[config.mk]
export PLATFORM = sky130hd
export DESIGN_NAME = load_store_unit_flat
export DESIGN_NICKNAME = d
export VERILOG_FILES = /design/src/rtl/load_store_unit_if.sv /design/src/rtl/load_store_unit.sv /design/src/flat_wrapper.sv
export SDC_FILE = /design/constraint.sdc
export NUM_CORES = 1
export LEC_CHECK = 0
export CAP_MARGIN = 20
export CORE_MARGIN = 1.5
export CORE_UTILIZATION = 50
export DETAILED_ROUTE_END_ITERATION = 16
export DONT_BUFFER_PORTS = 1
export PLACE_DENSITY = 0.65
export SLEW_MARGIN = 30
export SYNTH_ARGS = -nofsm -noshare
export SYNTH_HDL_FRONTEND = slang
export SYNTH_SLANG_ARGS = --single-unit
[constraint.sdc]
create_clock -name clk -period 5 [get_ports clk]
set_clock_uncertainty 0.1 [all_clocks]
set_input_delay 0.75 -clock clk [delete_from_list [all_inputs] [get_ports clk]]
set_output_delay 0.75 -clock clk [all_outputs]
set_load 0.1 [all_outputs]
[src/rtl/load_store_unit_if.sv]
// load_store_unit_if
//   Bundles the pipeline request/response handshake and the word-only data
//   memory port of the load/store unit.
//   slave  : view used by load_store_unit (takes requests, drives memory).
//   master : view used by the pipeline/memory side (drives requests, reads
//            responses, returns mem_read_data).
//   Request : req_valid, req_ready, req_store, req_funct3, req_addr, req_wdata
//   Response: resp_valid, resp_rdata, fault_misaligned, fault_illegal
//   Memory  : mem_read, mem_write, mem_address, mem_write_data, mem_read_data
interface load_store_unit_if #(
    parameter int ADDR_W = 32,
    parameter int DATA_W = 32
);
    logic              req_valid;
    logic              req_ready;
    logic              req_store;
    logic [2:0]        req_funct3;
    logic [ADDR_W-1:0] req_addr;
    logic [DATA_W-1:0] req_wdata;

    logic              resp_valid;
    logic [DATA_W-1:0] resp_rdata;
    logic              fault_misaligned;
    logic              fault_illegal;

    logic              mem_read;
    logic              mem_write;
    logic [ADDR_W-1:0] mem_address;
    logic [DATA_W-1:0] mem_write_data;
    logic [DATA_W-1:0] mem_read_data;

    modport slave (
        input  req_valid, req_store, req_funct3, req_addr, req_wdata, mem_read_data,
        output req_ready, resp_valid, resp_rdata, fault_misaligned, fault_illegal,
               mem_read, mem_write, mem_address, mem_write_data
    );

    modport master (
        output req_valid, req_store, req_funct3, req_addr, req_wdata, mem_read_data,
        input  req_ready, resp_valid, resp_rdata, fault_misaligned, fault_illegal,
               mem_read, mem_write, mem_address, mem_write_data
    );
endinterface

[src/rtl/load_store_unit.sv]
// load_store_unit
//   MEM-stage initiator for RV32I loads and stores against a word-only data
//   memory with an asynchronous read path. One request in flight at a time.
//   Sub-word stores are performed as read-modify-write. Misaligned and
//   illegal-funct3 requests complete without touching memory.
//   Ports:
//     clk   : rising-edge clock
//     rst_n : asynchronous active-low reset
//     bus   : load_store_unit_if.slave (request, response and memory signals)
//   All response and memory outputs are registered.
module load_store_unit #(
    parameter int ADDR_W = 32,
    parameter int DATA_W = 32
) (
    input  logic               clk,
    input  logic               rst_n,
    load_store_unit_if.slave   bus
);

    typedef enum logic [2:0] {
        IDLE      = 3'd0,
        ACCESS    = 3'd1,
        RMW_READ  = 3'd2,
        RMW_WRITE = 3'd3,
        RESP      = 3'd4
    } state_t;

    state_t            state_q, state_d;
    logic              store_q, store_d;
    logic [2:0]        funct3_q, funct3_d;
    logic [ADDR_W-1:0] addr_q, addr_d;
    logic [DATA_W-1:0] wdata_q, wdata_d;

    logic              resp_valid_q, resp_valid_d;
    logic [DATA_W-1:0] resp_rdata_q, resp_rdata_d;
    logic              fault_mis_q, fault_mis_d;
    logic              fault_ill_q, fault_ill_d;
    logic              mem_read_q, mem_read_d;
    logic              mem_write_q, mem_write_d;
    logic [ADDR_W-1:0] mem_address_q, mem_address_d;
    logic [DATA_W-1:0] mem_write_data_q, mem_write_data_d;

    logic              is_illegal;
    logic              is_misaligned;

    // Pick the lane at byte offset off and extend according to funct3.
    function automatic logic [DATA_W-1:0] extract_load(input logic [DATA_W-1:0] word,
                                                       input logic [1:0] off,
                                                       input logic [2:0] f3);
        logic [DATA_W-1:0] shifted;
        shifted = word >> {off, 3'b000};
        case (f3)
            3'd0:    extract_load = {{24{shifted[7]}}, shifted[7:0]};
            3'd1:    extract_load = {{16{shifted[15]}}, shifted[15:0]};
            3'd4:    extract_load = {24'd0, shifted[7:0]};
            3'd5:    extract_load = {16'd0, shifted[15:0]};
            default: extract_load = word;
        endcase
    endfunction

    // Replace the byte (f3[0]=0) or halfword (f3[0]=1) lane at off with wdata.
    function automatic logic [DATA_W-1:0] merge_store(input logic [DATA_W-1:0] word,
                                                      input logic [1:0] off,
                                                      input logic [2:0] f3,
                                                      input logic [DATA_W-1:0] wdata);
        logic [DATA_W-1:0] lane_mask;
        lane_mask   = f3[0] ? 32'h0000_FFFF : 32'h0000_00FF;
        merge_store = (word & ~(lane_mask << {off, 3'b000}))
                    | ((wdata & lane_mask) << {off, 3'b000});
    endfunction

    // Fault decode works on the live request so a fault can skip straight to RESP.
    always_comb begin
        if (bus.req_store) begin
            is_illegal = (bus.req_funct3 >= 3'd3);
        end else begin
            is_illegal = (bus.req_funct3 == 3'd3) || (bus.req_funct3 == 3'd6)
                       || (bus.req_funct3 == 3'd7);
        end
        is_misaligned = ((bus.req_funct3[1:0] == 2'd1) && bus.req_addr[0])
                      || ((bus.req_funct3[1:0] == 2'd2) && (bus.req_addr[1:0] != 2'b00));
    end

    always_comb begin
        state_d          = state_q;
        store_d          = store_q;
        funct3_d         = funct3_q;
        addr_d           = addr_q;
        wdata_d          = wdata_q;
        resp_valid_d     = 1'b0;
        resp_rdata_d     = '0;
        fault_mis_d      = 1'b0;
        fault_ill_d      = 1'b0;
        mem_read_d       = 1'b0;
        mem_write_d      = 1'b0;
        mem_address_d    = '0;
        mem_write_data_d = '0;

        case (state_q)
            IDLE: begin
                if (bus.req_valid) begin
                    store_d  = bus.req_store;
                    funct3_d = bus.req_funct3;
                    addr_d   = bus.req_addr;
                    wdata_d  = bus.req_wdata;
                    if (is_illegal || is_misaligned) begin
                        state_d      = RESP;
                        resp_valid_d = 1'b1;
                        fault_ill_d  = is_illegal;
                        fault_mis_d  = !is_illegal;
                    end else if (!bus.req_store || (bus.req_funct3 == 3'd2)) begin
                        state_d          = ACCESS;
                        mem_read_d       = !bus.req_store;
                        mem_write_d      = bus.req_store;
                        mem_address_d    = {bus.req_addr[ADDR_W-1:2], 2'b00};
                        mem_write_data_d = bus.req_store ? bus.req_wdata : '0;
                    end else begin
                        state_d       = RMW_READ;
                        mem_read_d    = 1'b1;
                        mem_address_d = {bus.req_addr[ADDR_W-1:2], 2'b00};
                    end
                end
            end
            ACCESS: begin
                state_d      = RESP;
                resp_valid_d = 1'b1;
                resp_rdata_d = store_q ? '0 : extract_load(bus.mem_read_data, addr_q[1:0], funct3_q);
            end
            RMW_READ: begin
                // The merged word is built straight from the read data, so no
                // separate capture register is needed.
                state_d          = RMW_WRITE;
                mem_write_d      = 1'b1;
                mem_address_d    = mem_address_q;
                mem_write_data_d = merge_store(bus.mem_read_data, addr_q[1:0], funct3_q, wdata_q);
            end
            RMW_WRITE: begin
                state_d      = RESP;
                resp_valid_d = 1'b1;
            end
            RESP: begin
                state_d = IDLE;
            end
            default: begin
                state_d = IDLE;
            end
        endcase
    end

    always_ff @(posedge clk or negedge rst_n) begin
        if (!rst_n) begin
            state_q          <= IDLE;
            resp_valid_q     <= 1'b0;
            resp_rdata_q     <= '0;
            fault_mis_q      <= 1'b0;
            fault_ill_q      <= 1'b0;
            mem_read_q       <= 1'b0;
            mem_write_q      <= 1'b0;
            mem_address_q    <= '0;
            mem_write_data_q <= '0;
        end else begin
            state_q          <= state_d;
            resp_valid_q     <= resp_valid_d;
            resp_rdata_q     <= resp_rdata_d;
            fault_mis_q      <= fault_mis_d;
            fault_ill_q      <= fault_ill_d;
            mem_read_q       <= mem_read_d;
            mem_write_q      <= mem_write_d;
            mem_address_q    <= mem_address_d;
            mem_write_data_q <= mem_write_data_d;
        end
    end

    // Request capture is pure data; it is only consumed after an accept.
    always_ff @(posedge clk) begin
        store_q  <= store_d;
        funct3_q <= funct3_d;
        addr_q   <= addr_d;
        wdata_q  <= wdata_d;
    end

    assign bus.req_ready        = (state_q == IDLE);
    assign bus.resp_valid       = resp_valid_q;
    assign bus.resp_rdata       = resp_rdata_q;
    assign bus.fault_misaligned = fault_mis_q;
    assign bus.fault_illegal    = fault_ill_q;
    assign bus.mem_read         = mem_read_q;
    assign bus.mem_write        = mem_write_q;
    assign bus.mem_address      = mem_address_q;
    assign bus.mem_write_data   = mem_write_data_q;

endmodule
[src/flat_wrapper.sv]
// flat-port wrapper written by rule: the top's interface ports become plain ports
module load_store_unit_flat 
#(
    parameter int ADDR_W = 32,
    parameter int DATA_W = 32
)
  (clk, rst_n, bus_req_valid, bus_req_store, bus_req_funct3, bus_req_addr, bus_req_wdata, bus_mem_read_data, bus_req_ready, bus_resp_valid, bus_resp_rdata, bus_fault_misaligned, bus_fault_illegal, bus_mem_read, bus_mem_write, bus_mem_address, bus_mem_write_data);
  load_store_unit_if #(.ADDR_W(ADDR_W), .DATA_W(DATA_W)) bus_i ();
  input  logic clk;
  input  logic rst_n;
  input wire logic [$bits(bus_i.req_valid)-1:0] bus_req_valid;
  input wire logic [$bits(bus_i.req_store)-1:0] bus_req_store;
  input wire logic [$bits(bus_i.req_funct3)-1:0] bus_req_funct3;
  input wire logic [$bits(bus_i.req_addr)-1:0] bus_req_addr;
  input wire logic [$bits(bus_i.req_wdata)-1:0] bus_req_wdata;
  input wire logic [$bits(bus_i.mem_read_data)-1:0] bus_mem_read_data;
  output wire logic [$bits(bus_i.req_ready)-1:0] bus_req_ready;
  output wire logic [$bits(bus_i.resp_valid)-1:0] bus_resp_valid;
  output wire logic [$bits(bus_i.resp_rdata)-1:0] bus_resp_rdata;
  output wire logic [$bits(bus_i.fault_misaligned)-1:0] bus_fault_misaligned;
  output wire logic [$bits(bus_i.fault_illegal)-1:0] bus_fault_illegal;
  output wire logic [$bits(bus_i.mem_read)-1:0] bus_mem_read;
  output wire logic [$bits(bus_i.mem_write)-1:0] bus_mem_write;
  output wire logic [$bits(bus_i.mem_address)-1:0] bus_mem_address;
  output wire logic [$bits(bus_i.mem_write_data)-1:0] bus_mem_write_data;
  assign bus_i.req_valid = bus_req_valid;
  assign bus_i.req_store = bus_req_store;
  assign bus_i.req_funct3 = bus_req_funct3;
  assign bus_i.req_addr = bus_req_addr;
  assign bus_i.req_wdata = bus_req_wdata;
  assign bus_i.mem_read_data = bus_mem_read_data;
  assign bus_req_ready = bus_i.req_ready;
  assign bus_resp_valid = bus_i.resp_valid;
  assign bus_resp_rdata = bus_i.resp_rdata;
  assign bus_fault_misaligned = bus_i.fault_misaligned;
  assign bus_fault_illegal = bus_i.fault_illegal;
  assign bus_mem_read = bus_i.mem_read;
  assign bus_mem_write = bus_i.mem_write;
  assign bus_mem_address = bus_i.mem_address;
  assign bus_mem_write_data = bus_i.mem_write_data;
  load_store_unit #(.ADDR_W(ADDR_W), .DATA_W(DATA_W)) u_core (.clk(clk), .rst_n(rst_n), .bus(bus_i));
endmodule
==> flow_metrics.tcl, run 1 <==
set metrics [dict create \
    drc 0 \
    synth_top_area_share_pct 46.16 \
    relSlewSlack_pct 36.97 \
    n_fill_cell 873 \
    netlist_area_um2 5529 \
    clkSinkCount 124 \
    grt_pass1_vias 3883 \
    area_growth_pct 12.17 \
    floorplan.initialDensity_pct 51.23 \
    cts_buffer_depth 2 \
    via_count 3825 \
    drt-total-wl_mm 14.77 \
    grt_max_degree 103 \
    place_ws_ps 2119 \
    crit_type "register to register" \
    crit_path_max_fanout 21 \
    insertion_delay_ps 520 \
    die_x_um 108.2 \
    cts-root-buf "clkbuf_8" \
    fin_setup_tns_ps 0 \
    p_per_area_nw_per_um2 630.1 \
    leakagePower_uw 0.002917 \
    n_antenna_cell 0 \
    synth_seq_area_share_pct 58.11 \
    min_path_type "input port to async pin" \
    placed_cells 578 \
    async_flop_share_pct 82.26 \
    wl_per_cell_um 24.17 \
    cts-buffers-inserted 17 \
    yosys_warnings 0 \
    hold_buffers 1 \
    via_per_inst 6.260 \
    outcome "finished, final reports clean" \
    dp_hpwl_mm 10.29 \
    drt_iter0_drc 252 \
    startpoint_type "register" \
    ios 205 \
    cts_tree "done" \
    rsz0062_at_grt "false" \
    layout_common_cells "dfrtp_1, o22ai_1, a21oi_1, a22o_1, inv_1" \
    place.port_buffers 0 \
    htreeDepth 4 \
    drt-met1-wl_mm 6.012 \
    ys.flop_type "dfrtp_1" \
    tightestPinTransition_ps 945.4 \
    drv_slew 0 \
    wl_met2_mm 7.150 \
    cap_viol_max_count 0 \
    grt_usage_pct 26.10 \
    postSynthCellCount 470 \
    synth_top_cell_by_area "dfrtp_1" \
    synthTopCellsByArea "dfrtp_1, edfxtp_1, a22o_1" \
    die_h_um 108.2 \
    nNetsFinal 561 \
    setup_ws_ps 2306 \
    peakVddDrop_mv 0.4854 \
    grt_pass1_wl_mm 22.53 \
    hold_viol 0 \
    clock.fmax_mhz 371.2 \
    setup_viol 0 \
    cts.repair.resized 0 \
    drive_gt1_share_pct 13.38 \
    avgSynthCellArea_um2 11.76 \
    route.met3.wl_mm 1.437 \
    detail-route-antenna-nets 0 \
    highest_layer "met4" \
    antenna_found_initial 0 \
    final_common_cell "dfrtp_1" \
    synth-seq-cells 124 \
    overflow 0 \
    finalNonFillerCells 611 \
    finalCriticalPeriod_ps 2694 \
    final_util_pct 57.47 \
    coreArea_um2 10790 \
    synth_edf_count 22 \
    cts_setup_buffers 0 \
    gp_congestion 0.8693 \
    finalCritPeriodShare_pct 53.87 \
    design.die.area_um2 11700 \
    drtPass1Iterations 5 \
    end_kind "register" \
    cp.required_ps 5260 \
    path_clk_slew_ps 60 \
    crit_arrival_ps 2950 \
    ys_types 46 \
    core.rowCount 38 \
]
## worst paths after layout
kind                              startpoint                             to  slack (ps)  cells after the start
max                         u_core.addr_q[1]      u_core.bus.resp_rdata[29]        2310                      4
min reg2reg                u_core.wdata_q[7]   u_core.bus.mem_write_data[7]         580                      2
min in group clk               bus_req_store                 u_core.store_q         220                      0
min                                    rst_n      u_core.bus.resp_rdata[30]          50                      1
max reg2reg                 u_core.addr_q[1]      u_core.bus.resp_rdata[29]        2310                      4
max in group asynchronous              rst_n  u_core.bus.mem_write_data[16]        4350                      1
## sequential cells by signal, summed over array words and instances, names as in the netlist
name and cells:
u_core.bus.mem_write_data 32, u_core.bus.resp_rdata 32, u_core.bus.mem_address 30, u_core.wdata_q 16, u_core.funct3_q 3, u_core.state_q 3, u_core.addr_q 2, u_core.bus.fault_illegal 1
u_core.bus.fault_misaligned 1, u_core.bus.mem_read 1, u_core.bus.mem_write 1, u_core.bus.resp_valid 1, u_core.store_q 1
## cell usage after synthesis (11+ instances only)
cell / count
edfxtp_1: 22
a22o_1: 31
o2bb2ai_1: 22
mux2i_1: 23
a21oi_1: 32
dfrtp_1: 102
a21o_1: 15
a211oi_1: 15
inv_1: 27
nor2_1: 11
o22ai_1: 38
nand2_1: 21
clkbuf_1: 25
## through the flow
step	hold slack (ps)	total power (uW)	instance area, um2
global placement	356.9	2691	5590
CTS	72.20	3918	6202
detailed placement	357.2	2709	5594
finish	52.92	3908	6202
floorplan	354.4	2516	5533
global route	68.94	4057	6202
## power breakdown
group	total [uW]	switching (uW)	internal (uW)
Clock	1190	452	743
Sequential	2020	845	1180
Combinational	692	434	258
Total	3910	1730	2180
## per-layer routing
metal  global-route usage [%]  vias up
met5                        0        -
met4                    8.929        0
met3                    10.49       12
met2                    40.69      204
met1                    33.11     1878
li1                         -     1731
## cell type report
cell class	count	area (um2)	share of cell area (%)
Multi-Input combinational cell	278	2021	32.58
Sequential cell	124	3213	51.81
Inverter	28	105.1	1.695
Clock inverter	9	81.33	1.311
Clock buffer	23	499.2	8.049
Timing Repair Buffer	9	107.6	1.735
Tap cell	140	175.2	2.824
## worst max-delay path: stages, from the launching register on
cell and delay [ps]:
edfxtp_1 890, nand2b_1 610, o22ai_1 220, a2bb2oi_2 590
a21oi_1 110
## logic make-up after synthesis
kind of cell           count (synthesis)  synth area share (%)
AO/OA/AOI/OAI                        181                 23.99
buffers and inverters                 69                 5.567
flip-flops                           124                 58.11
multiplexers                          33                 6.201
other                                  1               0.06782
AND/OR/NAND/NOR                       62                 6.065
(Power assumes the default switching activity.)
==> run 2, diff against run 1 <==
- clock period: 5 -> 2.73 ns (I/O delays scaled with it)
==> run 2 against run 1 <==
- the flow now finishes with violations (negative hold slack)
- final cell count rose by 18%
- combinational power rose by 97%
- register-to-register slack got worse by 1800 ps
- flip-flop and latch count did not move
- largest cell class unchanged
==> flow_metrics.tcl, run 2 (synthesized netlist as in run 1, its figures left out) <==
set metrics [dict create \
    p_int_uw 4046 \
    grt_pass1_vias 4408 \
    n_fill_cell 790 \
    cts-root-buf "clkbuf_8" \
    htreeDepth 4 \
    coreArea_um2 10790 \
    drc 0 \
    overflow 0 \
    final_util_pct 67.06 \
    via_per_inst 6.100 \
    n_antenna_cell 0 \
    cts_setup_buffers 0 \
    antenna_found_initial 0 \
    cts_buffer_depth 2 \
    core.rowCount 38 \
    cts.repair.resized 0 \
    rsz0062_at_grt "false" \
    outcome "finished with violations" \
    detail-route-antenna-nets 0 \
    place.port_buffers 0 \
    crit_chain "or4b_1 > nor3_2 > a2bb2oi_2 > a21oi_1" \
    p_per_area_nw_per_um2 1006 \
    crit_path_max_fanout 19 \
    seq_power_share_pct 50.9 \
    drt_iter0_drc 317 \
    grt_usage_pct 27.79 \
    floorplan.initialDensity_pct 51.23 \
    peakVddDrop_mv 0.6893 \
    tightestPinTransition_ps 964.2 \
    slowest_delay_ps 890 \
    setup_viol 0 \
    nNetsFinal 669 \
    crit_slowest_cell "or4b_1" \
    swShare_pct 44.44 \
    grt_pass1_wl_mm 24.31 \
    final_common_cell "dfrtp_1" \
    drt-total-wl_mm 15.86 \
    leakagePower_uw 0.003367 \
    grt_max_degree 103 \
    layout_common_cells "dfrtp_1, dlygate4sd3_1, o22ai_1, a21oi_1, a22o_1" \
    gp_congestion 0.9094 \
    clkSinkCount 124 \
    finalCriticalPeriod_ps 2238 \
    design.die.area_um2 11700 \
    wl_per_cell_um 22.06 \
    relSlewSlack_pct 35.72 \
    drtPass1Iterations 4 \
    insertion_delay_ps 520 \
    cts_tree "done" \
    die_x_um 108.2 \
    p_sw_uw 3236 \
    clock_power_share_pct 30.4 \
    dp_hpwl_mm 10.47 \
    drv_slew 0 \
    fin_setup_tns_ps 0 \
    combPwrFrac_pct 18.7 \
    cts-buffers-inserted 17 \
    via_count 4386 \
    crit_type "register to register" \
    cap_viol_max_count 0 \
    end_kind "register" \
    area_growth_pct 30.91 \
    ios 205 \
    clock.fmax_mhz 446.8 \
    hold_viol 102 \
    die_h_um 108.2 \
    min_path_type "input port to async pin" \
    whs_ps -518.5 \
    drive_gt1_share_pct 12.09 \
    hold_buffers 101 \
    cp.required_ps 3050 \
    violations "negative hold slack" \
    finalCritPeriodShare_pct 81.98 \
    path_clk_slew_ps 60 \
    startpoint_type "register" \
    crit_arrival_ps 2560 \
]
==> run 2: power groups by stage <==
stage	clock, uW	sequential, uW	combinational [uW]
floorplan	0	3640	975
global placement	0	3730	1200
detailed placement	0	3730	1220
CTS	2230	3700	1350
global route	2340	3730	1470
finish	2210	3700	1360
==> run 2: layout make-up <==
cell class                 instances  area [um2]  share of cell area [%]
clock inverter                    12       123.9                   1.711
inverter                          28       105.1                   1.452
timing repair buffer             117        1131                   15.63
tap                              140       175.2                   2.420
sequential                       124        3213                   44.39
multi-input combinational        278        2023                   27.95
clock buffer                      20       466.7                   6.448
==> run 2: layer usage <==
layer	global-route usage, %	vias to the layer above	share of wire [%]
li1	-	1946	-
met1	36.23	2145	40
met2	43.67	261	48
met3	8.680	34	9.4
met4	10.24	0	2.4
met5	0	-	0
==> run 2: critical path, delay by kind of cell (launching register included) <==
family / cells / cell delay, ps
compound gates: 2 / 440
flops: 1 / 470
simple gates: 2 / 1130
==> run 2: final timing paths <==
path	cells after the start	end	slack (ps)	from
max	4	u_core.bus.resp_rdata[28]	490	u_core.state_q[2]
max in group asynchronous	0	u_core.bus.mem_write_data[11]	2920	rst_n
max reg2reg	4	u_core.bus.resp_rdata[28]	490	u_core.state_q[2]
min in group clk	3	u_core.state_q[1]	30	bus_req_funct3[1]
min	0	u_core.bus.resp_rdata[16]	-520	rst_n
min reg2reg	2	u_core.bus.mem_write_data[7]	590	u_core.wdata_q[7]
==> run 2: stage by stage <==
| stage | hold WS, ps | setup slack (ps) | power [uW] | cell area [um2] | cells |
|---|---|---|---|---|---|
| CTS | -534.3 | 531.6 | 7278 | 7238 | 719 |
| finish | -518.5 | 492.0 | 7282 | 7238 | 719 |
| global placement | 16.50 | 649.1 | 4923 | 5637 | 586 |
| global route | -540.2 | 329.5 | 7544 | 7238 | 719 |
| detailed placement | 16.64 | 554.7 | 4948 | 5637 | 586 |
| floorplan | 13.91 | 285.2 | 4615 | 5538 | 471 |
